`config.mk`:
```
export PLATFORM = sky130hd
export DESIGN_NAME = pipeline_ctrl
export DESIGN_NICKNAME = d
export VERILOG_FILES = /design/src/rtl/pipeline_ctrl_pkg.sv /design/src/rtl/pipeline_ctrl.sv
export SDC_FILE = /design/constraint.sdc
export NUM_CORES = 1
export LEC_CHECK = 0
export ABC_AREA = 1
export CORE_MARGIN = 2
export CORE_UTILIZATION = 30
export CTS_CLUSTER_DIAMETER = 80
export DETAILED_ROUTE_END_ITERATION = 10
export GPL_ROUTABILITY_DRIVEN = 0
export PLACE_DENSITY = 0.53
export SYNTH_ARGS = -nofsm -noshare
export SYNTH_HDL_FRONTEND = slang
export SYNTH_SLANG_ARGS = --single-unit
```
`constraint.sdc`:
```
create_clock -name clk -period 1.9 [get_ports clk]
set_clock_uncertainty 0.1 [all_clocks]
set_input_delay 0.38 -clock clk [delete_from_list [all_inputs] [get_ports clk]]
set_output_delay 0.38 -clock clk [all_outputs]
set_load 0.02 [all_outputs]
```
`src/rtl/pipeline_ctrl_pkg.sv`:
```
// Shared constants for the pipeline sequencer: stall bit positions, stall patterns,
// exception codes and FSM state encodings.
package pipeline_ctrl_pkg;

    localparam int unsigned STALL_PC = 0;
    localparam int unsigned STALL_WB = 5;
    localparam int unsigned STALL_W  = STALL_WB + 1;

    localparam logic [STALL_W-1:0] STALL_NONE = 6'b000000;
    localparam logic [STALL_W-1:0] STALL_IF   = 6'b000011;
    localparam logic [STALL_W-1:0] STALL_ID   = 6'b000111;
    localparam logic [STALL_W-1:0] STALL_EX   = 6'b001111;
    localparam logic [STALL_W-1:0] STALL_MEM  = 6'b011111;
    localparam logic [STALL_W-1:0] STALL_ALL  = 6'b111111;

    typedef enum logic [2:0] {
        ExcGeneric = 3'd0,
        ExcSyscall = 3'd1,
        ExcBreak   = 3'd2,
        ExcRi      = 3'd3,
        ExcOvf     = 3'd4,
        ExcInt     = 3'd5,
        ExcEret    = 3'd6,
        ExcGeneric7 = 3'd7
    } exc_type_e;

    localparam logic [31:0] EXC_VECTOR_DEFAULT = 32'h0000_0020;

    typedef enum logic [1:0] {
        StRun     = 2'd0,
        StWaitBus = 2'd1,
        StFlush   = 2'd2
    } state_e;

endpackage

```
`src/rtl/pipeline_ctrl.sv`:
```
// Pipeline sequencer: merges stage stall requests, sequences exception/ERET redirects
// behind in-flight bus transactions, and counts stalled cycles.
module pipeline_ctrl
    import pipeline_ctrl_pkg::*;
#(
    parameter logic [31:0] EXC_VECTOR = EXC_VECTOR_DEFAULT,
    parameter int unsigned CNT_W      = 32
) (
    input  logic               clk,
    input  logic               rst,
    input  logic               stallreq_if,
    input  logic               stallreq_id,
    input  logic               stallreq_ex,
    input  logic               stallreq_mem,
    input  logic               excp_valid,
    input  logic [2:0]         excp_type,
    input  logic [31:0]        epc_i,
    input  logic               cnt_clr,
    output logic [STALL_W-1:0] stall,
    output logic               flush,
    output logic [31:0]        new_pc,
    output logic [CNT_W-1:0]   stall_cnt
);

    state_e      state_q;
    logic [2:0]  type_q;
    logic [31:0] epc_q;

    function automatic logic [31:0] redirect_pc(input logic [2:0] t, input logic [31:0] epc);
        return (t == 3'(ExcEret)) ? epc : EXC_VECTOR;
    endfunction

    // An exception seen in RUN takes over the cycle, so no stall is raised for it.
    always_comb begin
        stall = STALL_NONE;
        if (!rst) begin
            unique case (state_q)
                StRun: begin
                    if (!excp_valid) begin
                        if (stallreq_mem)     stall = STALL_MEM;
                        else if (stallreq_ex) stall = STALL_EX;
                        else if (stallreq_id) stall = STALL_ID;
                        else if (stallreq_if) stall = STALL_IF;
                        else                  stall = STALL_NONE;
                    end
                end
                StWaitBus: stall = STALL_ALL;
                StFlush:   stall = STALL_NONE;
                default:   stall = STALL_NONE;
            endcase
        end
    end

    always_ff @(posedge clk) begin
        if (rst) begin
            state_q <= StRun;
            flush   <= 1'b0;
            new_pc  <= '0;
            type_q  <= '0;
            epc_q   <= '0;
        end else begin
            flush <= 1'b0;
            unique case (state_q)
                StRun: begin
                    if (excp_valid) begin
                        type_q <= excp_type;
                        epc_q  <= epc_i;
                        if (stallreq_mem) begin
                            state_q <= StWaitBus;
                        end else begin
                            state_q <= StFlush;
                            flush   <= 1'b1;
                            new_pc  <= redirect_pc(excp_type, epc_i);
                        end
                    end
                end
                StWaitBus: begin
                    if (!stallreq_mem) begin
                        state_q <= StFlush;
                        flush   <= 1'b1;
                        new_pc  <= redirect_pc(type_q, epc_q);
                    end
                end
                StFlush: state_q <= StRun;
                default: state_q <= StRun;
            endcase
        end
    end

    always_ff @(posedge clk) begin
        if (rst) begin
            stall_cnt <= '0;
        end else if (cnt_clr) begin
            stall_cnt <= '0;
        end else if (stall[STALL_PC] && (stall_cnt != '1)) begin
            stall_cnt <= stall_cnt + CNT_W'(1);
        end
    end

endmodule

```
# == Word level (Yosys, flattened, before mapping) ==
# Cells that the tools add are included.
# totals
mem_count,0
latchBits,0
elab_cells,41
output_inout_bits,71
regBits,102
rom_bits,0
inputBits,43
mem_bits_rw,0
# classes
order_cmp,0
mul,0
div_mod_pow,0
bitwise_logic,0
n_addsub,1
reduce_logical,7
n_mux,20
shifts,0
eq_ne,7
# op_table
operator,n
$mux 32,5
$pmux 32 s2,1
$add 32x1->32 const B,1
$ne 32x32->1 const B,1
$pmux 6 s2,1
$mux 5,2
$mux 2,4
$eq 3x3->1 const B,2
$mux 6,1
$ne 2x2->1 const B,3
$mux 4,1
$pmux 2 s2,1
$reduce_and 2->1,2
$reduce_and 4->1,1
$mux 3,1
$eq 2x1->1 const B,1
$logic_not 2->1,1
$mux 1,2
$pmux 1 s2,1
$reduce_bool 2->1,1
$reduce_or 2->1,1
$logic_and 1x1->1,1

# == Logic depth before layout (Yosys ltp) ==
# Gate-level depths: netlist (run 1).
# depth
word_depth,8
ltp_mapped,11
mapped_depth_nobuf,11

# == Worst setup path before layout (run 1) ==
# OpenSTA, ideal clock, no wires.
# synth_path
path_kind,flip-flop to output port
start,register state_q[1]
end,output port stall[4]
t_arrival_ns,1.425
n_path_buf,3
path_stages_with_launch,8
setup_slack_ns,-0.005
cell_sequence,dfxtp_1 > buf_2 > inv_1 > nand2_1 > buf_2 > buf_2 > nor2_1 > a31o_2
# synth_between
elab_chain_len,3
# synth_lines
item,line,text
start: declaration,pipeline_ctrl.sv:25,state_e state_q;
start signal: assignment,pipeline_ctrl.sv:56,state_q <= StRun;
start signal: assignment,pipeline_ctrl.sv:69,state_q <= StWaitBus;
start signal: assignment,pipeline_ctrl.sv:71,state_q <= StFlush;
$eq 2x1->1 / $logic_not 2->1 (equally long branches),pipeline_ctrl.sv:37,unique case (state_q)
$pmux 6 s2 *,pipeline_ctrl.sv:37,
$mux 6 *,pipeline_ctrl.sv:36,if (!rst) begin
end: declaration,pipeline_ctrl.sv:19,"output logic [STALL_W-1:0] stall,"
# Every way passes the cells marked *; elsewhere a longest branch is shown, timed or not.

# == Worst setup path in the final report (run 1) ==
# Ends and elaborated chain as after synthesis.

==> qor.txt, run 1 <==
outcome - finished, violations left
failing checks - setup timing
DIE HEIGHT - 135 um
Slew Limit Fails - 0
Commonest cells post-synth - nand2_1, nor2_1, dfxtp_1
Slew @ Worst Pin - 0.375 ns
DIE WIDTH - 135 um
total CTS buffers - 9
count leader, synth - nand2_1
largest net degree at the start of global routing - 36
largest cells by area after synthesis - dfxtp_1, nand2_1, nor2_1
synth unique cells - 37
Clock Tree Buf Depth - 2
grt ovf - 0
Slew HR - 74.9%
routed wire length - 15200 um
DRT iter0 DRCs - 249
Initial Util - 30.8%
CP Launch Type - flip-flop
maximum clock frequency - 0.524 GHz
share of cells above drive strength 1 - 15.2%
Max IR drop VDD - 0.440 mV
clock-pin slew of the registers on the worst-case setup and hold paths - 0.07 ns
crit-path max FO - 7
share of the synthesized area in the top cell type - 39.9%
CTS tree - yes
Placed Area - 0.00688 mm^2
Worst Hold Margin - 0.289 ns
RSZ-0062 raised after global routing - yes
Cells after Synth - 744
# setup viols final - 1
Mapped Area - 0.00512 mm^2
Boundary Pins - 114
CTS Hold Buffers Added - 0
initial antenna violation count - 0
Net count, final - 936
ys flop type - dfxtp_1
vias in the first global route - 4964
Setup WS post-layout - -0.00989 ns
Pwr per Cell Area - 684 mW/mm^2
DRT Pass-1 Iters - 5
syn_area_per_cell - 6.88 um^2
Placeable Area - 0.0166 mm^2
ANT cells - 0
EDFF count, synth - 0
Clock Power Share - 37.0%
DR vias/cell - 4.61
Clock Sinks - 102
min cycle time layout - 1.91 ns
max-cap viol count - 0
via count - 5150
die area - 0.0181 mm^2
period utilization - 101%
maximum level of the CTS H-tree - 3
first-pass GRT wire length - 24900 um
largest area contributor in the netlist - dfxtp_1
Worst Path Required - 1.42 ns
ANT nets after route - 0
Wirelength per Cell - 13.6 um
Yosys warnings - 0
# rows - 47
Logic pwr share - 16.0%
sequential fraction of the synthesis area - 39.9%
placed wire-length estimate - 11100 um
WS Path Type - flip-flop to output pin
internal power - 3.53 mW
critical path endpoint category - output pin
crit path DAT - 1.43 ns
insertion delay to the later sink of the worst-skew pair - 0.36 ns
Clk Tree Root Cell - clkbuf_16
Lkg Pwr - 3.07 nW
final hold violation count - 0
fin area - 0.00718 mm^2
# DRC - 0
Post-CTS Setup Bufs - 0
Sequential Power Share - 47.1%
sw frac - 28.2%
Hold Crit Class - primary input to flip-flop
syn nets - 788
Total GRT Usage - 17.2%
flops & latches, synth - 102
Buffers on Ports - 113
Post-synth ARST share - 0%
Setup TNS - -0.00989 ns
switching power - 1.39 mW
Layout area overhead - 40.4%
==> routing by layer <==
| layer | GRT usage (%) | share of wire, % |
|---|---|---|
| met2 | 29.5 | 49 |
| met1 | 20.7 | 44 |
| met5 | 0 | 0 |
| met3 | 4.88 | 5.5 |
| met4 | 5.44 | 1.5 |
==> power by group through the flow <==
stage / clock [mW] / sequential (mW) / combinational (mW)
6_report: 1.82 / 2.31 / 0.786
5_1_grt: 1.97 / 2.33 / 0.856
4_1_cts: 1.88 / 2.31 / 0.787
3_5_place_dp: 0 / 2.36 / 0.793
3_3_place_gp: 0 / 2.36 / 0.792
2_1_floorplan: 0 / 2.41 / 0.355
==> critical path, cell delays in order, from the launching register on <==
cell	delay, ns
dfxtp_4	0.39
inv_1	0.06
nand2_2	0.13
nor2_4	0.05
a31o_2	0.21
clkdlybuf4s15_2	0.25
==> sequential cells by signal (all words and copies together) (netlist names) <==
name       flops
state_q        2
flush          1
stall_cnt     32
type_q         3
epc_q         32
new_pc        32
==> kinds of logic (layout without fill, tap and decap cells) <==
kind of cell    after synthesis  count (layout)  share of synthesized area [%]
xor+xnor                     12              12                           2.05
simple gates                415             415                           35.5
fa+ha+maj                     1               1                          0.244
buf+inv                      98             251                           8.48
compound gates              116             116                           13.9
flops                       102             102                           39.9
==> worst paths after layout <==
check	startpoint	endpoint	slack, ns	depth (start not counted)
hold / removal	stallreq_mem	state_q[1]	0.29	3
setup reg to reg	state_q[1]	stall_cnt[27]	0.14	10
hold reg to reg	epc_q[18]	epc_q[18]	0.36	2
setup / recovery	state_q[1]	stall[4]	-0.01	5
==> per-stage QoR <==
step           cells  power (mW)  setup WS, ns  utilization (%)
5_1_grt         1117        5.16       -0.0720             43.2
4_1_cts         1117        4.98       -0.0169             42.8
2_1_floorplan    744        2.77        0.0127                -
3_3_place_gp    1101        3.15        -0.497             41.3
6_report        1117        4.91      -0.00989             43.2
3_5_place_dp    1101        3.15        -0.496             41.3
==> timing repair <==
action / in CTS / in global routing
setup endpoints to repair: 43 / 48
gates resized for setup: 49 / 20
pin swaps: 0 / 0
cloned: 0 / 0
==> placed cells by master (no fill, tap or decap), types with 9 or more instances in the layout <==
cell type / synthesis / final
dlymetal6s2s_1: 0 / 11
clkbuf_16: 0 / 9
nand3_1: 87 / 87
buf_4: 2 / 58
clkdlybuf4s50_1: 0 / 75
dlygate4sd2_1: 0 / 21
dfxtp_1: 102 / 99
a21oi_2: 16 / 16
nor2_1: 138 / 135
inv_1: 53 / 53
o21ai_0: 55 / 55
o211ai_1: 17 / 17
a31oi_1: 13 / 13
a21oi_1: 11 / 11
nand2_1: 156 / 154
nand2_2: 9 / 11
==> area by class of cell <==
type,instances,area (um^2)
fill,1753,9460
multi-input combinational,544,2670
sequential,102,2050
timing repair buffer,177,1690
tap,220,275
clock buffer,10,229
inverter,58,220
clock inverter,6,53.8
Note: power is estimated with default switching activity, not from simulation.
==> inputs of run 2 (changes only) <==
--- a/config.mk
+++ b/config.mk
@@ -9,6 +9,7 @@
 export CORE_MARGIN = 2
 export CORE_UTILIZATION = 30
 export CTS_CLUSTER_DIAMETER = 80
+export CTS_CLUSTER_SIZE = 28
 export DETAILED_ROUTE_END_ITERATION = 10
 export GPL_ROUTABILITY_DRIVEN = 0
 export PLACE_DENSITY = 0.53
==> results of run 2 <==
Final layout, timing and power as in run 1 (identical DEF).
==> inputs of run 3 (changes only) <==
--- a/config.mk
+++ b/config.mk
@@ -7,12 +7,12 @@
 export LEC_CHECK = 0
 export ABC_AREA = 1
 export CORE_MARGIN = 2
-export CORE_UTILIZATION = 30
+export CORE_UTILIZATION = 34
 export CTS_CLUSTER_DIAMETER = 80
 export CTS_CLUSTER_SIZE = 28
 export DETAILED_ROUTE_END_ITERATION = 10
 export GPL_ROUTABILITY_DRIVEN = 0
-export PLACE_DENSITY = 0.53
+export PLACE_DENSITY = 0.59
 export SYNTH_ARGS = -nofsm -noshare
 export SYNTH_HDL_FRONTEND = slang
 export SYNTH_SLANG_ARGS = --single-unit
==> run 3 against run 2 <==
Against the previous run:
- the flow now finishes without violations
- hold slack got worse by 0.015 ns
- clock power about the same
- final area unchanged
- first-iteration DRC count increased by 7.6%
- maximum frequency increased by 3.3%
- die area decreased by 11%
- worst setup slack improved by 0.062 ns
- final cell count decreased by 2.9%
- wire length decreased by 2.7%
- non-clock buffer count increased by 4
- power increased by 0.53%
- highest routed layer unchanged
==> qor.txt, run 3 (synthesized netlist as in run 1, its figures left out) <==
outcome - completed
Setup TNS - 0 ns (+0.00989 ns)
share of cells above drive strength 1 - 15.8% (+0.60 points)
# DRC - 0 (unchanged)
fin area - 0.00718 mm^2 (unchanged)
switching power - 1.38 mW (-0.70%)
period utilization - 97.3% (-3.2 points)
Placed Area - 0.00686 mm^2 (-0.25%)
commonest non-fill, non-tap cells in the layout - nand2_1, nor2_1, dfxtp_1, nand3_1, clkdlybuf4s50_1
Sequential Power Share - 46.8% (-0.3 points)
hold wc startpoint - stallreq_mem
slowest stage delay, CP - 0.62 ns (+0.23 ns)
Max IR drop VDD - 0.398 mV (-9.5%)
Layout fillers - 1486 (-15%)
CP Launch Type - flip-flop
maximum clock frequency - 0.541 GHz (+3.3%)
CTS Hold Buffers Added - 0 (unchanged)
crit path DAT - 1.37 ns (-0.06 ns)
Util after Layout - 49.1% (+5.9 points)
Lkg Pwr - 3.01 nW (-1.8%)
hold depth - 3 (unchanged)
Slew Limit Fails - 0 (unchanged)
DRT iter0 DRCs - 268 (+7.6%)
CP cell instances - clkdlybuf4s50_1
die area - 0.0161 mm^2 (-11%)
routed wire length - 14700 um (-2.7%)
clock-pin slew of the registers on the worst-case setup and hold paths - 0.07 ns (about the same)
# setup viols final - 0 (-1)
R2R Path End - new_pc[16]
CTS tree - yes
worst reg2reg path startpoint - state_q[1]
hold endpoint - state_q[1]
min cycle time layout - 1.85 ns (-0.0616 ns)
placed wire-length estimate - 10700 um (-3.4%)
# rows - 44 (-6.4%)
DRT Pass-1 Iters - 5 (unchanged)
DIE HEIGHT - 127 um (-5.9%)
Boundary Pins - 114 (unchanged)
Clock Power Share - 37.1% (about the same)
sum of buffers and inverters on the critical path - 1 (-1)
critical path endpoint category - output pin
RSZ-0062 raised after global routing - no
crit path max-delay cell type - clkdlybuf4s50_1
ANT nets after route - 0 (unchanged)
ANT cells - 0 (unchanged)
Reg2Reg Depth - 10 (unchanged)
Logic pwr share - 16.0% (about the same)
Slew @ Worst Pin - 0.561 ns (+0.186 ns)
crit-path max FO - 5 (-2)
Buffers on Ports - 113 (unchanged)
dpl cells - 1067 (-3.1%)
most common cell after layout, fill and taps aside - nand2_1
largest net degree at the start of global routing - 53 (+47%)
Wirelength per Cell - 13.6 um (+0.13%)
via count - 5219 (+1.3%)
internal power - 3.56 mW (+1.0%)
Hold Crit Class - primary input to flip-flop
Clock Sinks - 102 (unchanged)
Clk Tree Root Cell - clkbuf_16
Total GRT Usage - 18.9% (+1.7 points)
Net count, final - 940 (+0.43%)
reg2reg setup slack - 0.12 ns (-0.02 ns)
Top Registers - epc_q (32), new_pc (32), stall_cnt (32)
Stages on worst setup path - 1 (-4)
grt ovf - 0 (unchanged)
DR vias/cell - 4.81 (+4.3%)
multi-input combinational cell area - 0.00268 mm^2 (+0.52%)
Tot Pwr - 4.94 mW (+0.53%)
Layout area overhead - 40.4% (unchanged)
max-cap viol count - 0 (unchanged)
Final Non-Filler Cells - 1085 (-2.9%)
final hold violation count - 0 (unchanged)
WS Path Type - flip-flop to output pin
Slew HR - 62.6% (-12 points)
Worst Path Required - 1.42 ns (about the same)
insertion delay to the later sink of the worst-skew pair - 0.36 ns (about the same)
Placeable Area - 0.0146 mm^2 (-12%)
first-pass GRT wire length - 24600 um (-1.1%)
Initial Util - 35.0% (+4.2 points)
CP top delay family - buffers and inverters
initial antenna violation count - 0 (unchanged)
DIE WIDTH - 127 um (-5.9%)
Pwr per Cell Area - 688 mW/mm^2 (+0.53%)
Clock Tree Buf Depth - 2 (unchanged)
total CTS buffers - 9 (unchanged)
maximum level of the CTS H-tree - 3 (unchanged)
sw frac - 27.9% (-0.35 points)
vias in the first global route - 5035 (+1.4%)
register area - 0.00205 mm^2 (about the same)
-- run 3: stage by stage --
step           hold WS, ns  setup slack (ns)
6_report             0.274            0.0517
3_3_place_gp         0.338            -0.498
5_1_grt              0.313           0.00228
4_1_cts              0.355           0.00262
2_1_floorplan        0.324            0.0127
3_5_place_dp         0.341            -0.526
-- run 3: how the worst max path moves through the flow --
stage	from	end	slack, ns
after floorplan	stall_cnt[1]	stall_cnt[0]	0.01
after global placement	rst	stall[4]	-0.50
after detailed placement	rst	stall[2]	-0.53
after CTS	stall_cnt[12]	stall_cnt[12]	0.003
after global routing	state_q[1]	stall[3]	0.002
final	stall_cnt[31]	stall_cnt[31]	0.05
-- run 3: timing repair --
action                                 in CTS  in global routing
pin swaps                                   0                  3
endpoints found under the hold margin       0                  0
setup endpoints to repair                  60                 68
gates resized for setup                    59                 18
setup buffers                               0                  2
-- run 3: tightest hold or removal path: stages --
cell	delay, ns
dlymetal6s2s_1	0.12
buf_4	0.15
nor4_1	0.05
-- run 3: cell type report --
class                   instances  share of cell area, %
clock inverters                 6                  0.714
clock buffers                  10                   3.33
flip-flops and latches        102                   28.6
repair buffers                181                   23.8
inverters                      58                   3.10
multi-input cells             544                   37.3
well taps                     184                   3.20
-- run 3: layer usage --
metal	part of all wire, %	global-route usage (%)	vias to the layer above	wire [um]
li1	-	-	2724	-
met1	44	23.8	2337	6550
met2	48	31.6	141	7030
met3	6.0	4.93	17	883
met4	1.9	6.33	0	278
met5	0	0	-	0
-- run 3: power by group through the flow --
stage | Combinational, mW | Clock, mW | Sequential, mW
6_report | 0.792 | 1.83 | 2.31
5_1_grt | 0.870 | 1.96 | 2.33
4_1_cts | 0.792 | 1.89 | 2.31
3_5_place_dp | 0.794 | 0 | 2.36
3_3_place_gp | 0.792 | 0 | 2.36
2_1_floorplan | 0.355 | 0 | 2.41
